--- src/rtl/gemm_tile_scheduler.sv ---
// gemm_tile_scheduler: sequences a full C = A*B GEMM as tiles (n outer, m middle, k inner) on the gemm system-bus register map.
// Ports: clk/rst (sync, active-high); start, dim_m/n/k, a/b/c_base job inputs; busy/done status; system_bus_* master; perf_cycles/perf_stall.
// Latency: 11 cycles per tile (CALC, 7 writes, FULL poll, NEXT) plus 2 per extra FULL poll; a new tile never starts while FULL reads 1.
// Optional feature macro GEMM_SCHED_PERF_EN: saturating busy/stall counters; when undefined both perf outputs are tied to 0.
module gemm_tile_scheduler #(
    parameter int unsigned BLK_M     = 16,
    parameter int unsigned BLK_N     = 16,   // SUPER_SYS_ROWS of the systolic array
    parameter int unsigned BLK_K     = 16,   // SUPER_SYS_COLS of the systolic array
    parameter int unsigned DIM_W     = 16,
    parameter logic [31:0] BASE_ADDR = 32'h9000_0000
) (
    input  logic             clk,
    input  logic             rst,
    input  logic             start,
    input  logic [DIM_W-1:0] dim_m,
    input  logic [DIM_W-1:0] dim_n,
    input  logic [DIM_W-1:0] dim_k,
    input  logic [31:0]      a_base,
    input  logic [31:0]      b_base,
    input  logic [31:0]      c_base,
    output logic             busy,
    output logic             done,
    output logic             system_bus_en,
    output logic             system_bus_rdwr,
    output logic [31:0]      system_bus_addr,
    output logic [31:0]      system_bus_wr_data,
    input  logic [31:0]      system_bus_rd_data,
    output logic [31:0]      perf_cycles,
    output logic [31:0]      perf_stall
);
    typedef enum logic [3:0] {
        S_IDLE, S_CALC, S_WR, S_FULLRQ, S_FULLCK, S_NEXT, S_DRNRQ, S_DRNCK, S_FIN
    } state_t;

    localparam int unsigned CW = DIM_W + 1;

    state_t           state_q, state_d;
    logic [DIM_W-1:0] dm_q, dn_q, dk_q;
    logic [DIM_W-1:0] m_q, n_q, k_q;
    logic [31:0]      a_q, b_q, c_q;
    logic [31:0]      ta_q, tb_q, tc_q;
    logic [4:0]       ms_q, ns_q, ks_q;
    logic             first_q, last_q;
    logic [2:0]       beat_q;
    logic             busy_q, done_q;
    logic [4:0]       bus_off;

    logic accept, zero_dim;
    assign accept   = (state_q == S_IDLE) && start;
    assign zero_dim = (dim_m == '0) || (dim_n == '0) || (dim_k == '0);

    // Loop advance is one bit wider so a counter near 2^DIM_W cannot wrap past its limit.
    logic [DIM_W:0] k_adv, m_adv, n_adv;
    logic           k_wrap, m_wrap, n_wrap;
    assign k_adv  = {1'b0, k_q} + CW'(BLK_K);
    assign m_adv  = {1'b0, m_q} + CW'(BLK_M);
    assign n_adv  = {1'b0, n_q} + CW'(BLK_N);
    assign k_wrap = k_adv >= {1'b0, dk_q};
    assign m_wrap = m_adv >= {1'b0, dm_q};
    assign n_wrap = n_adv >= {1'b0, dn_q};

    // Tile extents: remainder of each dimension clamped to the block size (never 0 while in range).
    logic [DIM_W-1:0] rem_m, rem_n, rem_k;
    logic [4:0]       ms_c, ns_c, ks_c;
    assign rem_m = dm_q - m_q;
    assign rem_n = dn_q - n_q;
    assign rem_k = dk_q - k_q;
    assign ms_c  = (rem_m < DIM_W'(BLK_M)) ? rem_m[4:0] : 5'(BLK_M);
    assign ns_c  = (rem_n < DIM_W'(BLK_N)) ? rem_n[4:0] : 5'(BLK_N);
    assign ks_c  = (rem_k < DIM_W'(BLK_K)) ? rem_k[4:0] : 5'(BLK_K);

    // Tile base addresses, all mod 2^32. B is addressed at the last row of the k slice.
    logic [31:0] ta_c, tb_c, tc_c;
    assign ta_c = a_q + 32'(m_q) * 32'(dk_q) + 32'(k_q);
    assign tb_c = b_q + (32'(k_q) + 32'(ks_c) - 32'd1) * 32'(dn_q) + 32'(n_q);
    assign tc_c = c_q + 32'(m_q) * 32'(dn_q) + 32'(n_q);

    always_ff @(posedge clk) begin
        if (rst) begin
            state_q <= S_IDLE;
        end else begin
            state_q <= state_d;
        end
    end

    always_comb begin
        state_d            = state_q;
        system_bus_en      = 1'b0;
        system_bus_rdwr    = 1'b0;
        system_bus_wr_data = '0;
        bus_off            = 5'd0;
        case (state_q)
            S_IDLE: begin
                if (start) begin
                    state_d = zero_dim ? S_FIN : S_CALC;
                end
            end
            S_CALC: state_d = S_WR;
            S_WR: begin
                system_bus_en   = 1'b1;
                system_bus_rdwr = 1'b1;
                case (beat_q)
                    3'd0:    begin bus_off = 5'd12; system_bus_wr_data = 32'(dk_q); end
                    3'd1:    begin bus_off = 5'd16; system_bus_wr_data = 32'(dn_q); end
                    3'd2:    begin bus_off = 5'd0;  system_bus_wr_data = ta_q; end
                    3'd3:    begin bus_off = 5'd4;  system_bus_wr_data = tb_q; end
                    3'd4:    begin bus_off = 5'd8;  system_bus_wr_data = tc_q; end
                    3'd5:    begin bus_off = 5'd20; system_bus_wr_data = {30'd0, first_q, last_q}; end
                    default: begin bus_off = 5'd24; system_bus_wr_data = {17'd0, ns_q, ks_q, ms_q}; end
                endcase
                if (beat_q == 3'd6) begin
                    state_d = S_FULLRQ;
                end
            end
            S_FULLRQ: begin
                system_bus_en = 1'b1;
                bus_off       = 5'd0;
                state_d       = S_FULLCK;
            end
            // Read data belongs to the request issued in the previous cycle.
            S_FULLCK: state_d = system_bus_rd_data[0] ? S_FULLRQ : S_NEXT;
            S_NEXT:   state_d = (k_wrap && m_wrap && n_wrap) ? S_DRNRQ : S_CALC;
            S_DRNRQ: begin
                system_bus_en = 1'b1;
                bus_off       = 5'd24;
                state_d       = S_DRNCK;
            end
            S_DRNCK:  state_d = system_bus_rd_data[0] ? S_FIN : S_DRNRQ;
            S_FIN:    state_d = S_IDLE;
            default:  state_d = S_IDLE;
        endcase
    end

    assign system_bus_addr = system_bus_en ? (BASE_ADDR + 32'(bus_off)) : 32'd0;

    always_ff @(posedge clk) begin
        if (rst) begin
            dm_q    <= '0;
            dn_q    <= '0;
            dk_q    <= '0;
            m_q     <= '0;
            n_q     <= '0;
            k_q     <= '0;
            a_q     <= '0;
            b_q     <= '0;
            c_q     <= '0;
            ta_q    <= '0;
            tb_q    <= '0;
            tc_q    <= '0;
            ms_q    <= '0;
            ns_q    <= '0;
            ks_q    <= '0;
            first_q <= 1'b0;
            last_q  <= 1'b0;
            beat_q  <= '0;
            busy_q  <= 1'b0;
            done_q  <= 1'b0;
        end else begin
            case (state_q)
                S_IDLE: begin
                    if (start) begin
                        dm_q <= dim_m;
                        dn_q <= dim_n;
                        dk_q <= dim_k;
                        a_q  <= a_base;
                        b_q  <= b_base;
                        c_q  <= c_base;
                        m_q  <= '0;
                        n_q  <= '0;
                        k_q  <= '0;
                    end
                end
                S_CALC: begin
                    ms_q    <= ms_c;
                    ns_q    <= ns_c;
                    ks_q    <= ks_c;
                    first_q <= (k_q == '0);
                    last_q  <= k_wrap;
                    ta_q    <= ta_c;
                    tb_q    <= tb_c;
                    tc_q    <= tc_c;
                end
                S_NEXT: begin
                    if (k_wrap) begin
                        k_q <= '0;
                        if (m_wrap) begin
                            m_q <= '0;
                            n_q <= n_adv[DIM_W-1:0];
                        end else begin
                            m_q <= m_adv[DIM_W-1:0];
                        end
                    end else begin
                        k_q <= k_adv[DIM_W-1:0];
                    end
                end
                default: ;
            endcase
            beat_q <= (state_q == S_WR) ? beat_q + 3'd1 : 3'd0;
            // Status is registered: busy rises the cycle after the accepted start,
            // done pulses the cycle after FIN, in the same cycle busy falls.
            done_q <= (state_q == S_FIN);
            if (accept) begin
                busy_q <= 1'b1;
            end else if (state_q == S_FIN) begin
                busy_q <= 1'b0;
            end
        end
    end

    assign busy = busy_q;
    assign done = done_q;

    // Only bit 0 of the read data (FULL / DONE) is meaningful to the sequencer.
    logic unused_rd;
    assign unused_rd = ^system_bus_rd_data[31:1];

`ifdef GEMM_SCHED_PERF_EN
    logic [31:0] perf_cycles_q, perf_stall_q;
    logic        in_poll;
    assign in_poll = (state_q == S_FULLRQ) || (state_q == S_FULLCK);

    always_ff @(posedge clk) begin
        if (rst) begin
            perf_cycles_q <= '0;
            perf_stall_q  <= '0;
        end else if (accept) begin
            perf_cycles_q <= '0;
            perf_stall_q  <= '0;
        end else begin
            if (busy_q && (perf_cycles_q != '1)) begin
                perf_cycles_q <= perf_cycles_q + 32'd1;
            end
            if (in_poll && (perf_stall_q != '1)) begin
                perf_stall_q <= perf_stall_q + 32'd1;
            end
        end
    end

    assign perf_cycles = perf_cycles_q;
    assign perf_stall  = perf_stall_q;
`else
    assign perf_cycles = 32'd0;
    assign perf_stall  = 32'd0;
`endif

endmodule
--- config.mk ---
export PLATFORM = sky130hd
export DESIGN_NAME = gemm_tile_scheduler
export DESIGN_NICKNAME = d
export VERILOG_FILES = /design/src/rtl/gemm_tile_scheduler.sv
export SDC_FILE = /design/constraint.sdc
export NUM_CORES = 2
export LEC_CHECK = 0
export ABC_CLOCK_PERIOD_IN_PS = 14700
export CAP_MARGIN = 20
export CORE_AREA = 4 4 438 267
export CTS_BUF_LIST = sky130_fd_sc_hd__clkbuf_4 sky130_fd_sc_hd__clkbuf_8 sky130_fd_sc_hd__clkbuf_16
export DETAILED_ROUTE_END_ITERATION = 16
export DIE_AREA = 0 0 442 271
export GPL_TIMING_DRIVEN = 0
export PLACE_DENSITY = 0.64
export SLEW_MARGIN = 20
export SYNTH_ARGS = -nofsm -noshare
export SYNTH_HDL_FRONTEND = slang
export SYNTH_SLANG_ARGS = --single-unit
--- constraint.sdc ---
create_clock -name clk -period 14.7 [get_ports clk]
set_clock_uncertainty 0.15 [all_clocks]
set_input_delay 2.94 -clock clk [delete_from_list [all_inputs] [get_ports clk]]
set_output_delay 2.94 -clock clk [all_outputs]
set_load 0.01 [all_outputs]
==> flow_summary.ini <==
[placement]
gp_congestion = 1.042
placedCellCount = 7326
portBuffers = 188
dp_hpwl_um = 156500
place_ws_ps = 541.7

[power]
power_density_nw_per_um2 = 73.75
ir_drop_mv = 0.08881
cellLeakagePower_nw = 23.79

[detailed_routing]
drc = 0
ant_nets = 0
drt_pass1_iterations = 9
drt_iter0_drc = 5283
wl_per_cell_um = 25.00
vias_per_cell = 5.340
drt-total-wl_um = 184900
vias = 39509

[sta]
finalMaxSlewViolations = 0
hold_viol = 0
whs_ps = 302.6
relSlewSlack_pct = 16.64
worst_pin_slew_ps = 1250
max_freq_ghz = 0.07063
rsz0062_at_grt = false
post-route-period-util_pct = 96.31
fin_ws_ps = 541.9
min_period_ps = 14160
setup_violations = 0
tns_ps = 0

[final_layout]
final_cell_mix = inv_1, nand2_1, fa_1
drive_gt1_share_pct = 4.222
syn2layout_area_growth_pct = 13.30
nets = 7165
fin_cells = 7398
layout.cells.most_common = inv_1

[yosys]
syn_inst = 5443
syn_area_um2 = 44980
synth_xor_area_share_pct = 3.096
synth_edf_count = 0
synth_top_family_by_area = adder cells
yosys.area_share.simple_pct = 15.63
synth_compound_area_share_pct = 10.41
avgSynthCellArea_um2 = 8.264
yosysSeqAreaShare_pct = 13.44
ys_types = 83
synth.area.mux_share_pct = 0.1363
synth-main-ff-cell = dfxtp_1
synthAdderAreaFrac_pct = 44.09
ys.warnings.count = 0
synth-async-reset-ratio_pct = 0
synth-seq-cells = 302

[global_route]
antenna_found_initial = 7
grt_pass1_vias = 37534
grt_pass1_wl_um = 265300
grt_usage_pct = 30.59
grt_overflow_total = 0
grt_max_degree = 15

[setup_path]
start_kind = register
end_kind = register
max_stage_delay_ps = 660
cp_max_fo = 10
cpMostUsedCell = inv_1
critical_path_required_ps = 15030
critPathArrivalTime_ps = 14490
critPathSlowestCell = clkbuf_1
crit_type = register to register
r2r_slack_ps = 540

[run]
cap_violations = 0

[clock_network]
path_clk_slew_ps = 70
clkSinkCount = 302
clockBufferDepth = 3
cts_tree = yes
cts_made_buffers = 38
htree_levels = 2
holdBufCountCts = 0
clk_latency_ps = 640
cts-root-buf = clkbuf_16

[status]
status = finished clean

[floorplanning]
die_w_um = 442
initial_core_util_pct = 39.71
fp.dieH_um = 271
die_area_um2 = 119800
coreArea_um2 = 113300
rows = 96
io_pins = 311

[min_path]
hp-class = register to register
[final timing paths]
check	start	end	cells past startpoint
worst max-delay path	dk_q[4]$_SDFFE_PP0P_	tb_q[31]$_SDFFE_PP0P_	45
worst min-delay path	b_q[22]$_SDFFE_PP0P_	b_q[22]$_SDFFE_PP0P_	2
worst max register to register	dk_q[4]$_SDFFE_PP0P_	tb_q[31]$_SDFFE_PP0P_	45
worst min register to register	b_q[22]$_SDFFE_PP0P_	b_q[22]$_SDFFE_PP0P_	2
[cell type report]
class	count	area, um^2
Fill cell	11333	62300
Multi-Input combinational cell	3828	33790
Sequential cell	302	6046
Inverter	1141	4283
Timing Repair Buffer	194	1953
Tap cell	1519	1901
Buffer	343	1687
Clock buffer	51	1116
Clock inverter	15	181.4
Antenna cell	5	12.51
[kinds of logic (layout without fill, tap and decap cells)]
group                    count (synthesis)  count (layout)
AND/OR/NAND/NOR                       1597            1597
buffers and inverters                 1484            1744
multiplexers                             6               6
AO/OA/AOI/OAI                          755             755
flip-flops                             302             302
XOR/XNOR                               159             159
other                                    2             178
adder cells (fa/ha/maj)               1138            1138
[timing repair]
item | 4_1_cts | 5_1_grt
gates resized for setup | 0 | 2
setup buffers | 0 | 0
setup endpoints to repair | 0 | 4
[through the flow]
step / power (mW) / instance area [um^2] / util, %
2_1_floorplan: 1.988 / 45630 / -
3_3_place_gp: 2.615 / 49410 / 43.62
3_5_place_dp: 2.644 / 49610 / 43.79
4_1_cts: 3.693 / 50900 / 44.94
5_1_grt: 3.940 / 50950 / 44.98
6_report: 3.758 / 50970 / 44.99
[synth_stat cells, types with 5 or more instances]
library cell | number | area [um^2]
inv_1 | 1132 | 4249
nand2_1 | 899 | 3374
fa_1 | 745 | 14910
ha_1 | 393 | 4917
a21oi_1 | 345 | 1727
dfxtp_1 | 302 | 6046
nor2_1 | 279 | 1047
clkbuf_1 | 226 | 848.3
and2_1 | 148 | 925.9
xnor2_1 | 119 | 1042
o21ai_0 | 112 | 560.5
buf_4 | 93 | 698.2
nor3_1 | 48 | 240.2
a21o_1 | 47 | 352.8
xor2_1 | 40 | 350.3
nand3_1 | 38 | 190.2
a31oi_1 | 35 | 219.0
a222oi_1 | 34 | 340.3
nor2b_1 | 31 | 193.9
a211oi_1 | 26 | 195.2
nand4_1 | 25 | 156.4
o21a_1 | 25 | 187.7
nor4_1 | 24 | 150.1
nand2b_1 | 22 | 137.6
and3_1 | 19 | 118.9
buf_1 | 17 | 63.81
or3_1 | 17 | 106.4
a22oi_1 | 16 | 120.1
o21bai_1 | 14 | 105.1
a22o_1 | 13 | 113.9
or2_2 | 10 | 62.56
clkinv_1 | 9 | 33.78
nor3b_1 | 9 | 67.56
o211ai_1 | 8 | 60.06
a211o_1 | 7 | 61.31
nand3b_1 | 7 | 52.55
o2111ai_1 | 7 | 61.31
o22ai_1 | 7 | 43.79
buf_2 | 6 | 30.03
o31ai_1 | 6 | 45.04
mux2i_1 | 5 | 50.05
o21ai_1 | 5 | 25.02
o41ai_1 | 5 | 43.79
[registers in the layout, indices dropped and copies added, names as in the netlist, 3 cells and up]
name     cells
ms_q         5
dk_q        16
c_q         32
a_q         32
n_q         12
beat_q       3
ns_q         5
ta_q        32
tb_q        32
state_q      4
m_q         12
dn_q        16
k_q         12
tc_q        32
b_q         32
dm_q        16
ks_q         5
[critical path, delay by kind of cell (launching register included)]
family,cells,cell delay [ps]
adders and majority gates,10,4370
AOI/OAI and AO/OA,15,4000
buffers and inverters,9,1880
and+or+nand+nor,8,1530
xor gates and xnor gates,2,1170
DFF,1,520
muxes,1,320
[where the power goes]
group / switching [mW] / total [mW] / internal [mW]
Sequential: 0.0903 / 0.991 / 0.901
Clock: 0.465 / 1.05 / 0.587
Combinational: 1.15 / 1.72 / 0.568
[per-layer routing]
layer | vias up | track usage, % | part of all wire, %
met5 | - | 0.3175 | 0.026
met4 | 2 | 8.471 | 3.5
met3 | 240 | 14.37 | 17
met2 | 2474 | 37.17 | 35
met1 | 19475 | 46.68 | 45
li1 | 17318 | - | -
Note: power is estimated with default switching activity, not from simulation.
